--- src/rtl/mmio_bus_fabric.sv ---
// Memory-mapped interconnect between the MIPS data port and NUM_SLAVES targets.
// One transaction at a time; unmapped regions and slave timeouts complete with a bus error.
module mmio_bus_fabric #(
  parameter int          NUM_SLAVES   = 4,
  parameter int          DATA_W       = 32,
  parameter int          ADDR_W       = 32,
  parameter int          SEL_LSB      = 8,
  parameter int          SEL_W        = 4,
  parameter int          FIRST_PERIPH = 8,
  parameter int          TIMEOUT      = 15,
  parameter logic [31:0] ERR_DATA     = 32'hDEAD_BEEF
) (
  input  logic                         clock,
  input  logic                         reset,
  input  logic                         m_req,
  input  logic                         m_we,
  input  logic [ADDR_W-1:0]            m_addr,
  input  logic [DATA_W-1:0]            m_wd,
  output logic                         m_busy,
  output logic                         m_done,
  output logic                         m_err,
  output logic [DATA_W-1:0]            m_rd,
  output logic [NUM_SLAVES-1:0]        s_sel,
  output logic                         s_we,
  output logic [ADDR_W-1:0]            s_addr,
  output logic [DATA_W-1:0]            s_wd,
  input  logic [NUM_SLAVES*DATA_W-1:0] s_rd,
  input  logic [NUM_SLAVES-1:0]        s_ready,
  output logic [7:0]                   err_count,
  output logic [ADDR_W-1:0]            err_addr
);

  localparam int SLOT_W = (NUM_SLAVES > 1) ? $clog2(NUM_SLAVES) : 1;
  localparam int TMR_W  = $clog2(TIMEOUT + 1);
  localparam logic [NUM_SLAVES-1:0] SEL_ONE = {{(NUM_SLAVES-1){1'b0}}, 1'b1};

  typedef enum logic [1:0] {ST_IDLE, ST_WAIT, ST_RESP} state_t;

  state_t            state, next_state;
  logic [SLOT_W-1:0] slot, map_slot;
  logic              map_hit;
  logic [SEL_W-1:0]  region;
  logic [TMR_W-1:0]  timer;
  logic              err_flag;
  logic              ready_hit, time_up;
  logic [DATA_W-1:0] sel_rd;
  logic              sel_ready;

  // Region 0 always belongs to slave 0; peripherals occupy consecutive regions from FIRST_PERIPH.
  always_comb begin
    region   = m_addr[SEL_LSB +: SEL_W];
    map_hit  = 1'b0;
    map_slot = '0;
    if (region == '0) map_hit = 1'b1;
    for (int i = 1; i < NUM_SLAVES; i++) begin
      if (int'(region) == FIRST_PERIPH + i - 1) begin
        map_hit  = 1'b1;
        map_slot = SLOT_W'(i);
      end
    end
  end

  always_comb begin
    sel_rd    = '0;
    sel_ready = 1'b0;
    for (int i = 0; i < NUM_SLAVES; i++) begin
      if (slot == SLOT_W'(i)) begin
        sel_rd    = s_rd[i*DATA_W +: DATA_W];
        sel_ready = s_ready[i];
      end
    end
  end

  always_ff @(posedge clock or negedge reset) begin
    if (!reset) state <= ST_IDLE;
    else        state <= next_state;
  end

  // A ready arriving in the last allowed wait cycle beats the timeout.
  always_comb begin
    next_state = state;
    ready_hit  = 1'b0;
    time_up    = 1'b0;
    case (state)
      ST_IDLE: if (m_req) next_state = map_hit ? ST_WAIT : ST_RESP;
      ST_WAIT: begin
        ready_hit = sel_ready;
        time_up   = (timer == TMR_W'(TIMEOUT - 1));
        if (ready_hit || time_up) next_state = ST_RESP;
      end
      ST_RESP: next_state = ST_IDLE;
      default: next_state = ST_IDLE;
    endcase
  end

  assign m_busy = (state != ST_IDLE);
  assign m_done = (state == ST_RESP);
  assign m_err  = m_done & err_flag;

  always_ff @(posedge clock or negedge reset) begin
    if (!reset) begin
      s_sel     <= '0;
      s_we      <= 1'b0;
      s_addr    <= '0;
      s_wd      <= '0;
      slot      <= '0;
      timer     <= '0;
      err_flag  <= 1'b0;
      m_rd      <= '0;
      err_count <= '0;
      err_addr  <= '0;
    end else begin
      case (state)
        ST_IDLE: begin
          if (m_req) begin
            s_addr <= m_addr;
            if (map_hit) begin
              s_sel    <= SEL_ONE << map_slot;
              s_we     <= m_we;
              s_wd     <= m_wd;
              slot     <= map_slot;
              timer    <= '0;
              err_flag <= 1'b0;
            end else begin
              s_sel    <= '0;
              err_flag <= 1'b1;
              m_rd     <= DATA_W'(ERR_DATA);
              err_addr <= m_addr;
              if (err_count != 8'hFF) err_count <= err_count + 8'd1;
            end
          end
        end
        ST_WAIT: begin
          if (ready_hit) begin
            if (!s_we) m_rd <= sel_rd;
            s_sel    <= '0;
            s_we     <= 1'b0;
            err_flag <= 1'b0;
          end else if (time_up) begin
            s_sel    <= '0;
            s_we     <= 1'b0;
            err_flag <= 1'b1;
            m_rd     <= DATA_W'(ERR_DATA);
            err_addr <= s_addr;
            if (err_count != 8'hFF) err_count <= err_count + 8'd1;
          end else begin
            timer <= timer + TMR_W'(1);
          end
        end
        default: ;
      endcase
    end
  end

endmodule

--- config.mk ---
export PLATFORM = sky130hd
export DESIGN_NAME = mmio_bus_fabric
export DESIGN_NICKNAME = d
export VERILOG_FILES = /design/src/rtl/mmio_bus_fabric.sv
export SDC_FILE = /design/constraint.sdc
export NUM_CORES = 1
export LEC_CHECK = 0
export BUFFER_PORTS_ARGS = -buffer_cell sky130_fd_sc_hd__buf_2
export CAP_MARGIN = 15
export CORE_MARGIN = 2
export CORE_UTILIZATION = 42
export DETAILED_ROUTE_END_ITERATION = 8
export MAX_ROUTING_LAYER = met4
export PLACE_DENSITY_LB_ADDON = 0.05
export SLEW_MARGIN = 20
export SYNTH_ARGS = -nofsm -noshare
export SYNTH_HDL_FRONTEND = slang
export SYNTH_SLANG_ARGS = --single-unit
export TNS_END_PERCENT = 30
--- constraint.sdc ---
create_clock -name clock -period 1.9 [get_ports clock]
set_input_delay 0.38 -clock clock [delete_from_list [all_inputs] [get_ports clock]]
set_output_delay 0.38 -clock clock [all_outputs]
set_load 0.03 [all_outputs]
; ---- Word-level counts from Yosys, hierarchy flattened
; Index checks and enable logic that the tools add are counted.
[op_classes]
add_sub_neg = 2
eq_ne = 19
n_shift = 1
mux = 58
n_bitwise = 1
n_reduce_logical = 14
[op_table]
columns = op, n
row1 = $mux 32, 13
row2 = $pmux 32 s2, 2
row3 = $mux 8, 5
row4 = $mux 4, 8
row5 = $mux 1, 19
row6 = $eq 4x4->1 const B, 4
row7 = $pmux 4 s2, 2
row8 = $pmux 8 s2, 1
row9 = $reduce_and 5->1, 3
row10 = $ne 2x2->1 const B, 7
row11 = $mux 2, 5
row12 = $add 8x1->8 const B, 1
row13 = $ne 8x8->1 const B, 1
row14 = $eq 2x2->1 const B, 3
row15 = $ne 3x3->1 const B, 2
row16 = $reduce_and 3->1, 2
row17 = $add 4x1->4 const B, 1
row18 = $eq 2x1->1 const B, 2
row19 = $logic_not 2->1, 2
row20 = $logic_not 4->1, 1
row21 = $pmux 1 s2, 2
row22 = $pmux 2 s2, 1
row23 = $reduce_and 2->1, 2
row24 = $reduce_and 4->1, 1
row25 = 4 further kinds, 5
[word_totals]
register_bits = 150
input_bits = 200
wordCells = 106

; ---- Depth between registers and ports, before layout
[logic_depth]
depth_word = 8
ltp_mapped = 9

; ---- Worst setup path before layout
; Ideal clock, no wire load.
[synth_timing]
path_type = flip-flop to flip-flop
from = register state[0]
to = register s_wd[10]
setup_time_ns = 0.125
arrival_ns = 1.690
slack_ns = 0.086
path_stages_with_launch = 6
path_buffers = 1
synth_period_minus_slack_ns = 1.814
path_cell_list = dfrtp_1 or2_2 a211oi_4 nand2_4 buf_2 mux2_2
[synth_between]
elab_chain_len = 2
[synth_lines]
columns = item, line_no
row1 = start: declaration, 39  ; state_t state, next_state;
row2 = start signal: assignment, 76  ; else state <= next_state;
row3 = $logic_not 2->1, 113  ; case (state)
row4 = $reduce_and 3->1 (no line), -
row5 = end signal: assignment, 120  ; s_wd <= m_wd;
row6 = end: declaration, 26  ; output logic [DATA_W-1:0] s_wd,
; No other way between the ends.
; A chain may end at the register's enable or synchronous reset.

; ---- Final worst setup path
[layout_timing]
from = register slot[0]
to = register timer[3]
[layout_between]
elab_chain_len = 8
[layout_lines]
columns = item, line_no
row1 = start: declaration, 40  ; logic [SLOT_W-1:0] slot, map_slot;
row2 = start signal: assignment, 121  ; slot <= map_slot;
row3 = $logic_not 2->1, 67  ; if (slot == SLOT_W'(i)) begin
row4 = $mux 1 (3 in a row), 67
row5 = $mux 1 (*), 67
row6 = $mux 1 (*), 84  ; case (state)
row7 = $ne 2x2->1 (no line) (*), -
row8 = $reduce_and 5->1 (no line) (*), -
row9 = end signal: assignment, 147  ; timer <= timer + TMR_W'(1);
row10 = end: declaration, 43  ; logic [TMR_W-1:0] timer;
; Every way passes the cells marked *; elsewhere a longest branch is shown, timed or not.

==> results.json <==
{
  "clock-root-buffer": "clkbuf_16",
  "startpoint_type": "flop",
  "endpoint_kind": "flop",
  "ant_nets": 0,
  "h-tree-depth": 4,
  "path_class": "reg -> reg",
  "rsz0062_at_grt": "true",
  "drt_iter0_markers": 203,
  "finalCritPeriodShare_pct": 97.68,
  "syn_nets": 748,
  "gr-usage-all-layers_pct": 23.34,
  "ios": 344,
  "gp_congestion": 0.8604,
  "syn-cell-area_sq_um": 7012,
  "synthFlopType": "dfrtp_1",
  "synthTopCellsByCount": "dfrtp_1 (150), mux2_2 (65), nand2_1 (44)",
  "grt_pass1_vias": 6020,
  "worstPathRequired_ns": 2.23,
  "timing.final.ws_setup_ns": 0.04413,
  "avgSynthCellArea_sq_um": 12.87,
  "routedWlPerCell_microns": 17.59,
  "grt.overflow.total": 0,
  "period_minus_slack_ns": 1.856,
  "fp.dieH_microns": 133.2,
  "p_total_uw": 14660,
  "ys_seq_area_share_pct": 53.53,
  "synthTopCellsByArea": "dfrtp_1 (54%), mux4_2 (11%), mux2_2 (10%)",
  "ys_seq_elements": 150,
  "setup_viol": 0,
  "status": "finished, final reports clean",
  "fin_area_sq_um": 9743,
  "pre_cts_ws_ns": -0.01782,
  "route.detailed.drc": 0,
  "yosys.cell_count.top_type": "dfrtp_1",
  "cts.clk_slew.worst_paths_ns": 0.06,
  "start_util_pct": 42.58,
  "finalHoldViolCount": 0,
  "clock_sinks": 150,
  "area_delta_synth_final_pct": 38.95,
  "final_core_utilization_pct": 59.17,
  "totalWireLength_mm": 20.06,
  "clockBufferDepth": 2,
  "placed_cell_area_sq_um": 9123,
  "num_rows": 47,
  "leakage_uw": 0.004812,
  "fmax_ghz": 0.5388,
  "synth_warnings": 0,
  "hpwlAfterDp_mm": 15.58,
  "skew_ns": 0.006232,
  "maxCapViolations": 0,
  "yosysUniqueCellTypes": 43,
  "async_flop_share_pct": 100.0,
  "clk_latency_ns": 0.41,
  "drive_above_1_share_pct": 56.50,
  "netlist_instances": 545,
  "post_drt_via_cell_ratio": 5.029,
  "final_nets": 1105,
  "netlist.area_leader.share_pct": 53.53,
  "core_sq_um": 16470,
  "hold_path.class": "in -> reg",
  "io_buffers": 343,
  "antenna_found_initial": 5,
  "grt_pass1_wl_mm": 31.13,
  "powerDensity_nw_per_um2": 1505,
  "dieArea_sq_um": 17740,
  "synth_edf_count": 0,
  "grt_max_degree": 48,
  "drt-pass1-iter-count": 5,
  "cts_tree": "built",
  "numCtsBuffers": 17,
  "path_max_fanout": 4,
  "vias": 5733,
  "vdd_drop_max_mv": 0.8270,
  "drv_slew": 0,
  "timing.hold.ws_ns": 0.1967,
  "worst_slew_pin_slew_ns": 0.5487,
  "synth_area_leader_cell": "dfrtp_1",
  "die_w_microns": 133.2,
  "crit_arrival_ns": 2.19,
  "slew_headroom_pct": 63.28
}
==> power breakdown <==
group | leakage, uW | switching (uW) | total, uW | internal (uW)
sequential | 0.00176 | 709 | 5050 | 4350
combinational | 0.00279 | 4140 | 6430 | 2290
clock | 0.000266 | 1330 | 3180 | 1850
total | 0.00481 | 6180 | 14700 | 8480
==> flip-flops by register name (all words and copies together), names as in the netlist, 2 cells and up <==
| register | flops |
|---|---|
| s_wd | 32 |
| s_addr | 32 |
| timer | 4 |
| s_sel | 4 |
| slot | 2 |
| err_count | 8 |
| m_rd | 32 |
| err_addr | 32 |
| state | 2 |
==> final timing paths <==
check,startpoint,endpoint,slack [ns],depth (start not counted)
min reg2reg,err_addr[10],err_addr[10],0.48,2
max reg2reg,slot[0],timer[3],0.04,6
max,slot[0],timer[3],0.04,6
max in group asynchronous,reset,m_rd[24],0.80,3
min in group asynchronous,reset,s_wd[8],0.47,2
min,m_wd[0],s_wd[0],0.20,2
==> cell usage in the layout, fill, tap and decap left out, types with 3 or more instances in the layout <==
cell	netlist	layout
mux2_2	65	65
o21ai_0	36	36
a21oi_1	30	30
buf_12	0	8
clkinvlp_4	0	4
nand2_1	44	44
nor2_1	34	34
dfrtp_1	150	148
clkinv_4	0	6
a22o_1	9	9
nand3_1	5	5
buf_4	3	19
clkbuf_16	0	17
diode_2	0	5
a32o_1	3	3
mux2i_1	29	29
xor2_1	8	8
mux4_2	33	33
ha_1	3	3
buf_2	14	341
inv_1	29	29
nor3_1	3	3
==> layer usage <==
layer,part of all wire (%),track usage [%],vias to the layer above,wire length [microns]
met4,3.9,11.88,0,773
met3,6.3,4.871,52,1267
li1,-,-,2662,-
met5,0,-,-,0
met1,39,26.35,2764,7782
met2,51,39.44,255,10230
==> worst max-delay path, stage by stage, from the launching register on <==
cell	delay [ns]
dfrtp_2	0.41
mux4_2	0.60
buf_4	0.18
nor3b_4	0.20
nand4_1	0.13
xor2_1	0.15
a21oi_1	0.12
==> cells by family after synthesis <==
kind of cell	count (synthesis)	share of synthesized area (%)
adder cells (fa/ha/maj)	3	0.5354
AND/OR/NAND/NOR	107	7.620
XOR/XNOR	9	1.124
buffers and inverters	62	4.479
multiplexers	127	25.18
AO/OA/AOI/OAI	87	7.530
flip-flops	150	53.53
==> final cells by class <==
cell class,count,area (sq um)
Clock buffer,19,442.9
Timing Repair Buffer,371,2038
Multi-Input combinational cell,333,2983
Fill cell,1467,6723
Inverter,29,108.9
Clock inverter,13,126.4
Sequential cell,150,3756
Tap cell,220,275.3
Antenna cell,5,12.51
==> stage by stage <==
stage / std cells / TNS, ns
after floorplan: 545 / 0
after global placement: 1102 / 0
after detailed placement: 1102 / -0.02218
after CTS: 1135 / 0
after global routing: 1140 / -0.5054
final: 1140 / 0
==> timing repair <==
action | in CTS | in global routing
gates resized for setup | 0 | 7
setup buffers | 0 | 0
hold endpoints to repair | 42 | 0
hold buffers | 1 | 0
endpoints found under the setup margin | 0 | 59
(Power assumes the default switching activity.)
